===== config.mk =====
export PLATFORM = sky130hd
export DESIGN_NAME = mem_write_sched
export DESIGN_NICKNAME = d
export VERILOG_FILES = /design/src/rtl/mem_write_sched.sv
export SDC_FILE = /design/constraint.sdc
export NUM_CORES = 1
export LEC_CHECK = 0
export CORE_AREA = 10 10 102 104
export DETAILED_ROUTE_END_ITERATION = 10
export DIE_AREA = 0 0 112 114
export GPL_ROUTABILITY_DRIVEN = 0
export PLACE_DENSITY = 0.8
export SETUP_SLACK_MARGIN = 0.3
export SLEW_MARGIN = 30
export SYNTH_ARGS = -nofsm -noshare
export SYNTH_HDL_FRONTEND = slang
export SYNTH_SLANG_ARGS = --single-unit

===== constraint.sdc =====
create_clock -name clk -period 2.88 [get_ports clk]
set_input_delay 0.72 -clock clk [delete_from_list [all_inputs] [get_ports clk]]
set_output_delay 0.72 -clock clk [all_outputs]
set_load 0.01 [all_outputs]

===== src/rtl/mem_write_sched.sv =====
// rtl/mem_write_sched.sv - shared memory write port arbiter with DSP start sequencing
// Round-robin H/L write arbitration; start_req drains writes, pulses stb_start, then locks writes until run_done.
module mem_write_sched #(
  parameter int NPROC  = 3,
  parameter int NMEM   = 3,
  parameter int ADDRW  = 16,
  parameter int DATAW  = 32,
  parameter int SETTLE = 2
) (
  input  logic             clk,
  input  logic             reset,
  input  logic             h_valid,
  output logic             h_ready,
  input  logic [2:0]       h_proc_sel,
  input  logic [2:0]       h_mem_sel,
  input  logic [ADDRW-1:0] h_addr,
  input  logic [DATAW-1:0] h_data,
  input  logic             l_valid,
  output logic             l_ready,
  input  logic [2:0]       l_proc_sel,
  input  logic [2:0]       l_mem_sel,
  input  logic [ADDRW-1:0] l_addr,
  input  logic [DATAW-1:0] l_data,
  input  logic             start_req,
  input  logic             run_done,
  output logic             mem_write_en,
  output logic [ADDRW-1:0] mem_write_addr,
  output logic [DATAW-1:0] mem_write_data,
  output logic [2:0]       proc_write_sel,
  output logic [2:0]       mem_write_sel,
  output logic             stb_start,
  output logic             busy,
  output logic             sel_err
);

  localparam int CW = (SETTLE > 0) ? $clog2(SETTLE + 1) : 1;
  localparam logic [CW-1:0] SETTLE_C = CW'(SETTLE);

  typedef enum logic [1:0] {S_IDLE, S_DRAIN, S_STROBE, S_RUN} state_t;

  state_t           state_q, state_d;
  logic             ptr_q, ptr_d;
  logic [CW-1:0]    cnt_q, cnt_d;
  logic             en_q, en_d;
  logic [ADDRW-1:0] addr_q, addr_d;
  logic [DATAW-1:0] data_q, data_d;
  logic [2:0]       proc_q, proc_d;
  logic [2:0]       msel_q, msel_d;
  logic             sel_err_q, sel_err_d;

  logic             grant_h, grant_l, accept, legal;
  logic [2:0]       a_proc, a_mem;
  logic [ADDRW-1:0] a_addr;
  logic [DATAW-1:0] a_data;

  // ptr_q: 0 favours H, 1 favours L on a conflict; ready is masked while reset is held
  always_comb begin
    grant_h = 1'b0;
    grant_l = 1'b0;
    if (state_q == S_IDLE && reset) begin
      if (h_valid && l_valid) begin
        grant_h = !ptr_q;
        grant_l = ptr_q;
      end else begin
        grant_h = h_valid;
        grant_l = l_valid;
      end
    end
  end

  assign h_ready = grant_h;
  assign l_ready = grant_l;
  assign accept  = grant_h | grant_l;
  assign a_proc  = grant_l ? l_proc_sel : h_proc_sel;
  assign a_mem   = grant_l ? l_mem_sel  : h_mem_sel;
  assign a_addr  = grant_l ? l_addr     : h_addr;
  assign a_data  = grant_l ? l_data     : h_data;
  assign legal   = (int'(a_proc) < NPROC) && (int'(a_mem) < NMEM);

  always_comb begin
    ptr_d     = ptr_q;
    en_d      = 1'b0;
    addr_d    = addr_q;
    data_d    = data_q;
    proc_d    = proc_q;
    msel_d    = msel_q;
    sel_err_d = sel_err_q;
    if (grant_h) begin
      ptr_d = 1'b1;
    end else if (grant_l) begin
      ptr_d = 1'b0;
    end
    if (accept) begin
      if (legal) begin
        en_d   = 1'b1;
        addr_d = a_addr;
        data_d = a_data;
        proc_d = a_proc;
        msel_d = a_mem;
      end else begin
        sel_err_d = 1'b1;
      end
    end
  end

  // Settle count restarts whenever a write is still issuing, so it measures quiet cycles only
  always_comb begin
    state_d = state_q;
    cnt_d   = cnt_q;
    case (state_q)
      S_IDLE: begin
        cnt_d = '0;
        if (start_req) state_d = S_DRAIN;
      end
      S_DRAIN: begin
        if (en_q) begin
          cnt_d = '0;
        end else if (cnt_q != SETTLE_C) begin
          cnt_d = cnt_q + CW'(1);
        end
        if (cnt_d >= SETTLE_C) state_d = S_STROBE;
      end
      S_STROBE: state_d = S_RUN;
      S_RUN: begin
        if (run_done) state_d = S_IDLE;
      end
      default: state_d = S_IDLE;
    endcase
  end

  always_ff @(posedge clk or negedge reset) begin
    if (!reset) begin
      state_q   <= S_IDLE;
      ptr_q     <= 1'b0;
      cnt_q     <= '0;
      en_q      <= 1'b0;
      addr_q    <= '0;
      data_q    <= '0;
      proc_q    <= '0;
      msel_q    <= '0;
      sel_err_q <= 1'b0;
    end else begin
      state_q   <= state_d;
      ptr_q     <= ptr_d;
      cnt_q     <= cnt_d;
      en_q      <= en_d;
      addr_q    <= addr_d;
      data_q    <= data_d;
      proc_q    <= proc_d;
      msel_q    <= msel_d;
      sel_err_q <= sel_err_d;
    end
  end

  assign mem_write_en   = en_q;
  assign mem_write_addr = addr_q;
  assign mem_write_data = data_q;
  assign proc_write_sel = proc_q;
  assign mem_write_sel  = msel_q;
  assign sel_err        = sel_err_q;
  assign stb_start      = (state_q == S_STROBE);
  assign busy           = (state_q != S_IDLE);

endmodule


==> impl_metrics.env <==
export IMPL_slew_violations=0
export IMPL_async_flop_share_pct=100
export IMPL_clock_latency_ps=320
export IMPL_finalPower_w=0.00436
export IMPL_track_usage_pct=14.2
export IMPL_p_clk_share_pct=17.6
export IMPL_yosysTopAreaCell="dfrtp_1"
export IMPL_vias=2392
export IMPL_crit_type="in -> out"
export IMPL_hold_path_class="reg -> reg"
export IMPL_routed_wl_mm=9.28
export IMPL_antenna_left=0
export IMPL_drt_vias_per_instance=4.72
export IMPL_synthMuxAreaShare_pct=40.7
export IMPL_finalHoldViolations=0
export IMPL_synth_adder_area_share_pct=2.29
export IMPL_remaining_drc_errors=0
export IMPL_yosysWarnings=0
export IMPL_intPower_w=0.00310
export IMPL_path_clk_slew_ps=60
export IMPL_grt_max_degree=62
export IMPL_ir_drop_mv=0.425
export IMPL_finalCritPeriodShare_pct=86.3
export IMPL_die_area_mm2=0.0128
export IMPL_period_minus_slack_ps=2490
export IMPL_whs_ps=491
export IMPL_arrival_ps=1770
export IMPL_synth_ff_type="dfrtp_1"
export IMPL_fmaxAchievable_mhz=402
export IMPL_crit_path_start_kind="input port"
export IMPL_cts_sinks=61
export IMPL_worstPathMaxFanout=4
export IMPL_cts_tree="yes"
export IMPL_power_frac_comb_pct=48.6
export IMPL_synthCells=217
export IMPL_clock_tree_buffer_depth=2
export IMPL_status="completed"
export IMPL_die_h_um=114
export IMPL_core_region_area_mm2=0.00847
export IMPL_p_leak_nw=2.41
export IMPL_dp_hpwl_mm=7.37
export IMPL_synth_distinct_cells=25
export IMPL_synth_top_family_by_area="multiplexers"
export IMPL_maxCapViolCount=0
export IMPL_final_area_mm2=0.00528
export IMPL_slew_headroom_pct=48.2
export IMPL_endpoint_kind="primary output"
export IMPL_drive_above_1_share_pct=30.1
export IMPL_row_count=34
export IMPL_synthTopCellsByArea="dfrtp_1 (46%), mux2_4 (19%), mux2_2 (18%), mux2_1 (4.1%), buf_12 (3.0%)"
export IMPL_synth_fp_nets=337
export IMPL_rsz0062_at_grt="false"
export IMPL_switching_share_pct=29.0
export IMPL_die_w_um=112
export IMPL_ys_seq_area_share_pct=46.5
export IMPL_io_buffers=173
export IMPL_root_buffer="clkbuf_8"
export IMPL_synth_area_mm2=0.00328
export IMPL_grt_pass1_wl_mm=14.8
export IMPL_critPathRequiredTime_ps=2160
export IMPL_synth_seq_cells=61
export IMPL_cts_made_buffers=9
export IMPL_first_pass_iters=3
export IMPL_powerDensity_mw_per_mm2=827
export IMPL_wl_per_cell_um=18.3
export IMPL_synth_compound_area_share_pct=2.86
export IMPL_post_dp_cell_area_mm2=0.00508
export IMPL_antenna_found_initial=0
export IMPL_tns_ps=0
export IMPL_start_util_pct=38.8
export IMPL_area_growth_pct=60.6
export IMPL_diodes=0
export IMPL_grt_remaining_overflow=0
export IMPL_layout_nets=516
export IMPL_ios=174
export IMPL_synth_xor_area_share_pct=0
export IMPL_setup_violations=0
export IMPL_drtIter0Drc=72
export IMPL_switchingPower_w=0.00127
export IMPL_seqPwrFrac_pct=33.8
export IMPL_worst_slew_pin_slew_ps=777
export IMPL_final_cell_mix="clkdlybuf4s50_1 (170), dfrtp_1 (61), mux2_2 (52), mux2_4 (41)"
export IMPL_grt_pass1_vias=2758
export IMPL_fin_skew_ps=6.19
export IMPL_yosys_area_share_simple_pct=2.67
export IMPL_htreeDepth=3
export IMPL_avgSynthCellArea_um2=15.1
export IMPL_synth_edf_count=0
export IMPL_postCtsSetupRepairBufs=0
export IMPL_yosysTopAreaCellShare_pct=46.5
export IMPL_final_common_cell="clkdlybuf4s50_1"
[state kept, by name, summed over array words and instances, names as in the netlist]
signal	flops
proc_write_sel	3
cnt_q	2
mem_write_sel	3
ptr_q	1
sel_err	1
mem_write_en	1
mem_write_data	32
mem_write_addr	16
state_q	2
[area by class of cell]
type                    instances  area (um2)
clock buffers                  13         169
repair buffers                179        1790
clock inverters                 1        30.0
flip-flops and latches         61        1530
multi-input cells             137        1600
well taps                     108         135
fillers                       681        3190
inverters                       8        30.0
[timing repair]
action,4_1_cts,5_1_grt
gates cloned,0,0
gates resized for setup,3,3
pin swaps,0,0
hold buffers,0,0
endpoints found under the setup margin,2,1
[cells by family after synthesis]
group	after synthesis
compound gates	15
fa+ha+maj	6
buf+inv	19
flops	61
mux	105
simple gates	11
[final timing paths]
check                      depth (start not counted)                 end              start  slack (ps)
hold / removal                                     1   mem_write_addr[1]  mem_write_addr[1]         490
hold reg to reg                                    1   mem_write_addr[1]  mem_write_addr[1]         490
max in group asynchronous                          2  mem_write_data[12]              reset        1790
setup reg to reg                                   8   mem_write_addr[4]         state_q[1]         700
setup / recovery                                   5             l_ready            h_valid         390
min in group asynchronous                          2            cnt_q[0]              reset         580
[per-layer routing]
| layer | share of wire [%] | global-route usage, % | vias up |
|---|---|---|---|
| li1 | - | - | 1136 |
| met1 | 41 | 15.9 | 1157 |
| met2 | 51 | 24.7 | 91 |
| met3 | 7.4 | 5.67 | 8 |
| met4 | 0.98 | 3.81 | 0 |
| met5 | 0 | 0 | - |
[critical path, cell delays in order]
cell and delay (ps):
clkdlybuf4s50_1 500, nand2b_1 100, nand3_4 110, inv_1 40, dlygate4sd2_1 290
[synth_stat cells (2+ instances only)]
cell / n
nand2b_1: 2
o31ai_1: 2
a211o_1: 2
a21oi_1: 4
o21ai_0: 4
mux2_2: 52
ha_1: 6
dfrtp_1: 61
mux2_4: 41
buf_12: 5
clkbuf_1: 4
mux2_1: 12
inv_1: 7
nand2_1: 2
and2_1: 2
nand3b_1: 2
[per-stage QoR]
| step | worst slack [ps] | cells | util [%] |
|---|---|---|---|
| floorplan | 700 | 217 | - |
| global placement | 142 | 493 | 60.0 |
| detailed placement | 135 | 493 | 60.0 |
| CTS | 375 | 507 | 62.4 |
| global route | 351 | 507 | 62.3 |
| finish | 394 | 507 | 62.3 |
[power by group through the flow]
stage / sequential, W / combinational (W) / clock [W]
6_report: 0.00148 / 0.00212 / 0.000766
5_1_grt: 0.00154 / 0.00226 / 0.000833
2_1_floorplan: 0.00165 / 0.000810 / 0
4_1_cts: 0.00148 / 0.00216 / 0.000793
3_5_place_dp: 0.00148 / 0.00215 / 0
3_3_place_gp: 0.00147 / 0.00211 / 0
Note: power is estimated with default switching activity, not from simulation.
